$ cat src/rtl/pb_io_pkg.sv
// pb_io_bank shared constants: kcpsm6 port map and reset values.
package pb_io_pkg;

  localparam logic [7:0] ADDR_IN_BASE   = 8'h00;
  localparam logic [7:0] ADDR_FLAG_BASE = 8'h10;
  localparam logic [7:0] ADDR_SEG_BASE  = 8'h20;
  localparam logic [7:0] ADDR_MASK      = 8'h30;
  localparam logic [7:0] ADDR_IRQMASK   = 8'h31;
  localparam logic [7:0] ADDR_OUT_BASE  = 8'h00;

  localparam logic [7:0] SEG_BLANK      = 8'hFF;

endpackage

$ cat src/rtl/pb_seg_scan.sv
// pb_seg_scan: time-multiplexed seven-segment driver.
// Digit index advances every SCAN_DIV clocks; masked digits stay dark.
module pb_seg_scan
  import pb_io_pkg::*;
#(
  parameter int NUM_DIGITS = 8,
  parameter int SCAN_DIV   = 100000
) (
  input  logic                    clk,
  input  logic                    reset_n,
  input  logic [8*NUM_DIGITS-1:0] seg_regs_i,
  input  logic [NUM_DIGITS-1:0]   mask_i,
  output logic [NUM_DIGITS-1:0]   an_o,
  output logic [7:0]              seg_o
);

  localparam int CW = $clog2(SCAN_DIV);
  localparam int IW = (NUM_DIGITS > 1) ?
                      $clog2(NUM_DIGITS) : 1;
  localparam logic [CW-1:0] CNT_LAST = CW'(SCAN_DIV - 1);
  localparam logic [IW-1:0] IDX_LAST = IW'(NUM_DIGITS - 1);

  logic [CW-1:0]         cnt_q, cnt_d;
  logic [IW-1:0]         idx_q, idx_d;
  logic [NUM_DIGITS-1:0] an_q, an_d;
  logic [7:0]            seg_q, seg_d;

  always_comb begin
    cnt_d = cnt_q + 1'b1;
    idx_d = idx_q;
    if (cnt_q == CNT_LAST) begin
      cnt_d = '0;
      idx_d = (idx_q == IDX_LAST) ? '0 : idx_q + 1'b1;
    end
    an_d  = '1;
    seg_d = SEG_BLANK;
    for (int d = 0; d < NUM_DIGITS; d++) begin
      if (idx_q == IW'(d) && mask_i[d]) begin
        an_d[d] = 1'b0;
        seg_d   = seg_regs_i[8*d +: 8];
      end
    end
  end

  always_ff @(posedge clk or negedge reset_n) begin
    if (!reset_n) begin
      cnt_q <= '0;
      idx_q <= '0;
      an_q  <= '1;
      seg_q <= SEG_BLANK;
    end else begin
      cnt_q <= cnt_d;
      idx_q <= idx_d;
      an_q  <= an_d;
      seg_q <= seg_d;
    end
  end

  assign an_o  = an_q;
  assign seg_o = seg_q;

endmodule

$ cat src/rtl/pb_io_bank.sv
// pb_io_bank: kcpsm6 port-mapped inputs, outputs and 7-seg scanner.
// Define PB_IO_IRQ_EN to build the masked rising-edge interrupt.
module pb_io_bank
  import pb_io_pkg::*;
#(
  parameter int NUM_IN     = 2,
  parameter int NUM_OUT    = 4,
  parameter int NUM_DIGITS = 8,
  parameter int SCAN_DIV   = 100000
) (
  input  logic                    clk,
  input  logic                    reset_n,
  input  logic [7:0]              port_id,
  input  logic [7:0]              out_port,
  input  logic                    write_strobe,
  input  logic                    k_write_strobe,
  input  logic                    read_strobe,
  output logic [7:0]              in_port,
  input  logic [8*NUM_IN-1:0]     in_pins,
  output logic [8*NUM_OUT-1:0]    out_pins,
  output logic [NUM_DIGITS-1:0]   an,
  output logic [7:0]              seg,
  output logic                    interrupt,
  input  logic                    interrupt_ack
);

  localparam int IW = 8 * NUM_IN;
  localparam int OW = 8 * NUM_OUT;
  localparam int SW = 8 * NUM_DIGITS;

  logic [IW-1:0]         sync1_q, sync2_q, sync3_q;
  logic [IW-1:0]         flag_q, flag_d;
  logic [IW-1:0]         rise;
  logic [OW-1:0]         out_q, out_d;
  logic [SW-1:0]         segr_q, segr_d;
  logic [NUM_DIGITS-1:0] mask_q, mask_d;
  logic [7:0]            rd_q, rd_d;
  logic [7:0]            irqmask;

  assign rise = sync2_q & ~sync3_q;

  // A clearing read loses to an edge arriving on the same clock.
  always_comb begin
    flag_d = flag_q;
    for (int i = 0; i < NUM_IN; i++) begin
      if (read_strobe &&
          port_id == ADDR_FLAG_BASE + 8'(i))
        flag_d[8*i +: 8] = '0;
    end
    flag_d = flag_d | rise;
  end

  always_comb begin
    out_d  = out_q;
    segr_d = segr_q;
    mask_d = mask_q;
    if (write_strobe) begin
      for (int i = 0; i < NUM_OUT; i++) begin
        if (port_id == ADDR_OUT_BASE + 8'(i))
          out_d[8*i +: 8] = out_port;
      end
      for (int d = 0; d < NUM_DIGITS; d++) begin
        if (port_id == ADDR_SEG_BASE + 8'(d))
          segr_d[8*d +: 8] = out_port;
      end
      if (port_id == ADDR_MASK)
        mask_d = out_port[NUM_DIGITS-1:0];
    end else if (k_write_strobe) begin
      for (int i = 0; i < NUM_OUT; i++) begin
        if (port_id[3:0] == 4'(i))
          out_d[8*i +: 8] = out_port;
      end
    end
  end

  always_comb begin
    rd_d = '0;
    for (int i = 0; i < NUM_IN; i++) begin
      if (port_id == ADDR_IN_BASE + 8'(i))
        rd_d = sync2_q[8*i +: 8];
      if (port_id == ADDR_FLAG_BASE + 8'(i))
        rd_d = flag_q[8*i +: 8];
    end
    if (port_id == ADDR_MASK)
      rd_d[NUM_DIGITS-1:0] = mask_q;
    if (port_id == ADDR_IRQMASK)
      rd_d = irqmask;
  end

  always_ff @(posedge clk or negedge reset_n) begin
    if (!reset_n) begin
      sync1_q <= '0;
      sync2_q <= '0;
      sync3_q <= '0;
      flag_q  <= '0;
      out_q   <= '0;
      segr_q  <= {NUM_DIGITS{SEG_BLANK}};
      mask_q  <= '1;
      rd_q    <= '0;
    end else begin
      sync1_q <= in_pins;
      sync2_q <= sync1_q;
      sync3_q <= sync2_q;
      flag_q  <= flag_d;
      out_q   <= out_d;
      segr_q  <= segr_d;
      mask_q  <= mask_d;
      rd_q    <= rd_d;
    end
  end

`ifdef PB_IO_IRQ_EN
  logic [7:0] irqmask_q, irqmask_d;
  logic       irq_q, irq_d, irq_hit;

  always_comb begin
    irqmask_d = irqmask_q;
    if (write_strobe && port_id == ADDR_IRQMASK)
      irqmask_d = out_port;
    irq_hit = 1'b0;
    for (int i = 0; i < NUM_IN; i++)
      irq_hit |= |(rise[8*i +: 8] & irqmask_q);
    irq_d = irq_q;
    if (interrupt_ack)
      irq_d = 1'b0;
    if (irq_hit)
      irq_d = 1'b1;
  end

  always_ff @(posedge clk or negedge reset_n) begin
    if (!reset_n) begin
      irqmask_q <= '0;
      irq_q     <= 1'b0;
    end else begin
      irqmask_q <= irqmask_d;
      irq_q     <= irq_d;
    end
  end

  assign irqmask   = irqmask_q;
  assign interrupt = irq_q;
`else
  logic unused_ack;
  assign unused_ack = interrupt_ack;
  assign irqmask    = 8'h00;
  assign interrupt  = 1'b0;
`endif

  pb_seg_scan #(
    .NUM_DIGITS (NUM_DIGITS),
    .SCAN_DIV   (SCAN_DIV)
  ) u_scan (
    .clk        (clk),
    .reset_n    (reset_n),
    .seg_regs_i (segr_q),
    .mask_i     (mask_q),
    .an_o       (an),
    .seg_o      (seg)
  );

  assign in_port  = rd_q;
  assign out_pins = out_q;

endmodule

$ cat config.mk
export PLATFORM = sky130hd
export DESIGN_NAME = pb_io_bank
export DESIGN_NICKNAME = d
export VERILOG_FILES = /design/src/rtl/pb_io_pkg.sv /design/src/rtl/pb_seg_scan.sv /design/src/rtl/pb_io_bank.sv
export SDC_FILE = /design/constraint.sdc
export NUM_CORES = 1
export LEC_CHECK = 0
export CORE_ASPECT_RATIO = 0.7
export CORE_MARGIN = 4
export CORE_UTILIZATION = 53
export CTS_BUF_LIST = sky130_fd_sc_hd__clkbuf_2 sky130_fd_sc_hd__clkbuf_4 sky130_fd_sc_hd__clkbuf_8
export DETAILED_ROUTE_END_ITERATION = 10
export PLACE_DENSITY = 0.8
export SLEW_MARGIN = 20
export SYNTH_ARGS = -nofsm -noshare
export SYNTH_HDL_FRONTEND = slang
export SYNTH_SLANG_ARGS = --single-unit
export TNS_END_PERCENT = 50
$ cat constraint.sdc
create_clock -name clk -period 3.5 [get_ports clk]
set_clock_uncertainty 0.2 [all_clocks]
set_input_delay 0.35 -clock clk [delete_from_list [all_inputs] [get_ports clk]]
set_output_delay 0.35 -clock clk [all_outputs]
set_load 0.05 [all_outputs]
==> summary.txt <==
Logic synthesis
  – Top-area cell type share of the netlist area: 0.355
  – Post-synth ARST share: 1.00
  – Post-Synth XOR/XNOR Area: 0.0130
  – Sequential-to-total area share from yosys stat: 0.619
  – Synth Area in Adders: 0.0100
  – Synth Net Count: 702
  – Compound-Gate Fraction of Synth Area: 0.0914
  – Ys flop type: dfrtp_1
  – Largest family of logic cells by synthesized area: multiplexers
  – Synth Area per Inst: 13.3 um^2
  – Most area-hungry cell type in the Yosys netlist: dfrtp_1
  – Synthesized area: 8740 um^2
  – Synthesized flop and latch total: 212
  – Yosys cell types: 50
  – Largest cells by area after synthesis: dfrtp_1, dfstp_2, mux2_2, a21oi_1, o21ai_0
  – Mux contribution to synthesized area: 0.148
  – Synth warn: 0
  – EDFF count, synth: 0
  – Simple-gate share of the synthesized area: 0.0861
  – Syn Inst Count: 657

STA
  – FMAX: 384 MHz
  – Worst slew margin: 0.472
  – Setup tns final: 0 ns
  – WHS: 0.0307 ns
  – Worst slew pin tran: 0.786 ns
  – Tmin final: 2.61 ns
  – Slew Limit Fails: 0
  – Setup-failing EPs final: 0
  – Final period utilization: 0.744
  – RSZ-0062 raised after global routing: false
  – Final Hold Fails: 0

Placed design
  – PortBufs: 92
  – Cells after DPL: 944
  – HPWL Detailed: 13400 um
  – Placer congestion estimate: 0.917

Floorplan
  – Row Count: 38
  – Die X-Extent: 162 um
  – I/O pins: 95
  – Initial core utilization: 0.552
  – Full die area: 18700 um^2
  – Std-Cell Core Area: 15800 um^2
  – Die Span Y: 115 um

Final layout
  – Ant. Diodes: 0
  – Area grow syn2layout: 21.1%
  – Fin cells: 1006
  – Layout cells sized above 1: 0.360
  – Fill count: 1128
  – Fin nets: 806
  – Post-Route Utilization: 0.669

Critical path
  – WP data arrival: 2.87 ns
  – CP required: 3.76 ns
  – Startpoint Class: register
  – Crit-path slowest cell: dfrtp_1
  – R2R Setup Slk: 0.89 ns
  – CP Max Fanout: 17
  – Buf+Inv Stages, Crit Path: 1
  – Delay-heaviest family, CP: compound AO/OA/AOI/OAI gates
  – CP most frequent cell: nand2_1
  – R2r startpoint: u_scan.idx_q[2]
  – Crit path cell chain: inv_1, ha_1, nand2_1, nand2_1, a211oi_1, a21oi_1
  – Critical Path Sink Type: register
  – CP Class: reg -> reg
  – Largest stage delay, worst path: 0.67 ns
  – Worst setup path startpoint: u_scan.idx_q[2]

Clock network
  – Clk root buf: clkbuf_8
  – Worst-Skew Late Latency: 0.56 ns
  – Clock Tree Buf Depth: 3
  – CTS tree: yes
  – Sink Count: 212
  – CTS Buf Count: 31
  – H-tree level count: 1
  – CTS clk-pin slew, worst paths: 0.07 ns

Global route
  – GRT overflow: 0
  – Gr usage total: 0.217
  – First-pass GRT wire length: 32400 um
  – Largest net degree at the start of global routing: 84
  – Initial antenna violation count: 0
  – Vias in the first global route: 6194

Min path
  – Hold WC Path Type: in -> reg
  – Hold Path Origin: in_pins[10]

Routing
  – DRC: 0
  – Initial DRC count: 410
  – Final wirelength: 19500 um
  – Via Count: 5723
  – DR vias/cell: 5.69
  – Drt wl/cell: 19.4 um
  – Post-route ant nets: 0
  – TritonRoute pass-1 iters: 5

Power
  – Max IR drop VDD: 425 uV
  – Power per Cell Area: 532 nW/um^2
  – Static Leak: 4.45 nW

Job
  – Max cap viols: 0

Outcome
  – Status: finished clean
-- final cells by class --
| cell class | count | area [um^2] | area share |
|---|---|---|---|
| sequential | 212 | 5420 | 0.511 |
| multi-input combinational | 377 | 3050 | 0.288 |
| timing repair buffer | 104 | 1040 | 0.0979 |
| clock buffer | 53 | 654 | 0.0618 |
| tap | 220 | 275 | 0.0260 |
| inverter | 35 | 131 | 0.0124 |
| clock inverter | 5 | 27.5 | 0.00260 |
-- repair_timing --
item	CTS	global route
setup buffers	0	0
gates resized for setup	0	0
endpoints found under the hold margin	62	0
hold buffers	4	0
-- per-stage QoR --
| step | setup WS (ns) | power (W) | cell area [um^2] |
|---|---|---|---|
| 6_report | 0.895 | 0.00564 | 10600 |
| 3_5_place_dp | 0.632 | 0.00358 | 9870 |
| 3_3_place_gp | 0.712 | 0.00355 | 9870 |
| 2_1_floorplan | 1.47 | 0.00323 | 8740 |
| 5_1_grt | 0.760 | 0.00586 | 10600 |
| 4_1_cts | 0.997 | 0.00569 | 10600 |
-- registers in the layout, indices dropped and copies added, names as in the netlist --
signal	flops
sync2_q	16
segr_q	64
in_port	8
mask_q	8
u_scan.an_o	8
u_scan.cnt_q	17
sync1_q	16
sync3_q	16
u_scan.idx_q	3
u_scan.seg_o	8
flag_q	16
out_pins	32
-- where the power goes --
group          internal (W)  leakage (nW)  switching [W]
Clock               0.00117         0.366       0.000923
Combinational      0.000297          1.69       0.000514
Sequential          0.00264          2.39      0.0000878
Total               0.00411          4.45        0.00152
-- layout by cell type, fill, tap and decap left out, drive strengths merged, types with 2 or more instances in the layout --
master         netlist  final
dfrtp              124    124
mux2               111    111
clkdlybuf4s50        0     91
dfstp               88     88
clkbuf              23     54
a21oi               39     39
o21ai               37     37
inv                 35     35
nand2               28     28
nor2                20     20
nand3               19     19
nand4b              10     10
xnor2               10     10
a221oi               8      8
a211oi               8      8
o311ai               8      8
a22o                 8      8
buf                 10      8
a32oi                7      7
o22a                 7      7
nand4                7      7
ha                   7      7
nor3                 5      5
clkinv               0      4
dlygate4sd3          0      4
nand3b               4      4
nor4                 4      4
and4                 3      3
xor2                 3      3
and3b                3      3
and3                 3      3
mux2i                3      3
nor2b                2      2
nor4b                2      2
or3                  2      2
or4b                 2      2
-- cell families (layout without fill, tap and decap cells) --
kind of cell    after synthesis  count (layout)
flops                       212             212
fa+ha+maj                     7               7
other cells                   1               1
simple gates                117             117
buf+inv                      68             197
mux                         114             114
compound gates              125             125
xor+xnor                     13              13
-- path summary, 6_finish.rpt --
| kind | cells after the start | to |
|---|---|---|
| worst max-delay path | 6 | u_scan.seg_o[3] |
| worst min-delay path | 1 | sync1_q[10] |
| worst max register to register | 6 | u_scan.seg_o[3] |
| worst min register to register | 0 | sync2_q[5] |
| max in group asynchronous | 3 | segr_q[15] |
| min in group asynchronous | 2 | sync2_q[6] |
-- per-layer routing --
metal / share of wire / track usage / wire, um / up-vias
met5: 0 / 0 / 0 / -
met4: 0.021 / 0.0574 / 401 / 0
met3: 0.071 / 0.0512 / 1380 / 38
met2: 0.46 / 0.342 / 8950 / 216
met1: 0.45 / 0.310 / 8800 / 2897
li1: - / - / - / 2572
-- cell usage after synthesis, types with 4 or more instances --
master,instances
dfrtp_1,124
mux2_2,111
dfstp_2,88
a21oi_1,39
o21ai_0,37
inv_1,35
nand2_1,28
clkbuf_1,23
nand3_1,19
nor2_1,12
nand4b_1,10
xnor2_1,10
a211oi_1,8
a221oi_1,8
a22o_1,8
o311ai_0,8
a32oi_1,7
buf_2,7
ha_1,7
nand4_1,7
o22a_1,7
nor3_1,5
nor2_2,4
(Power assumes the default switching activity.)
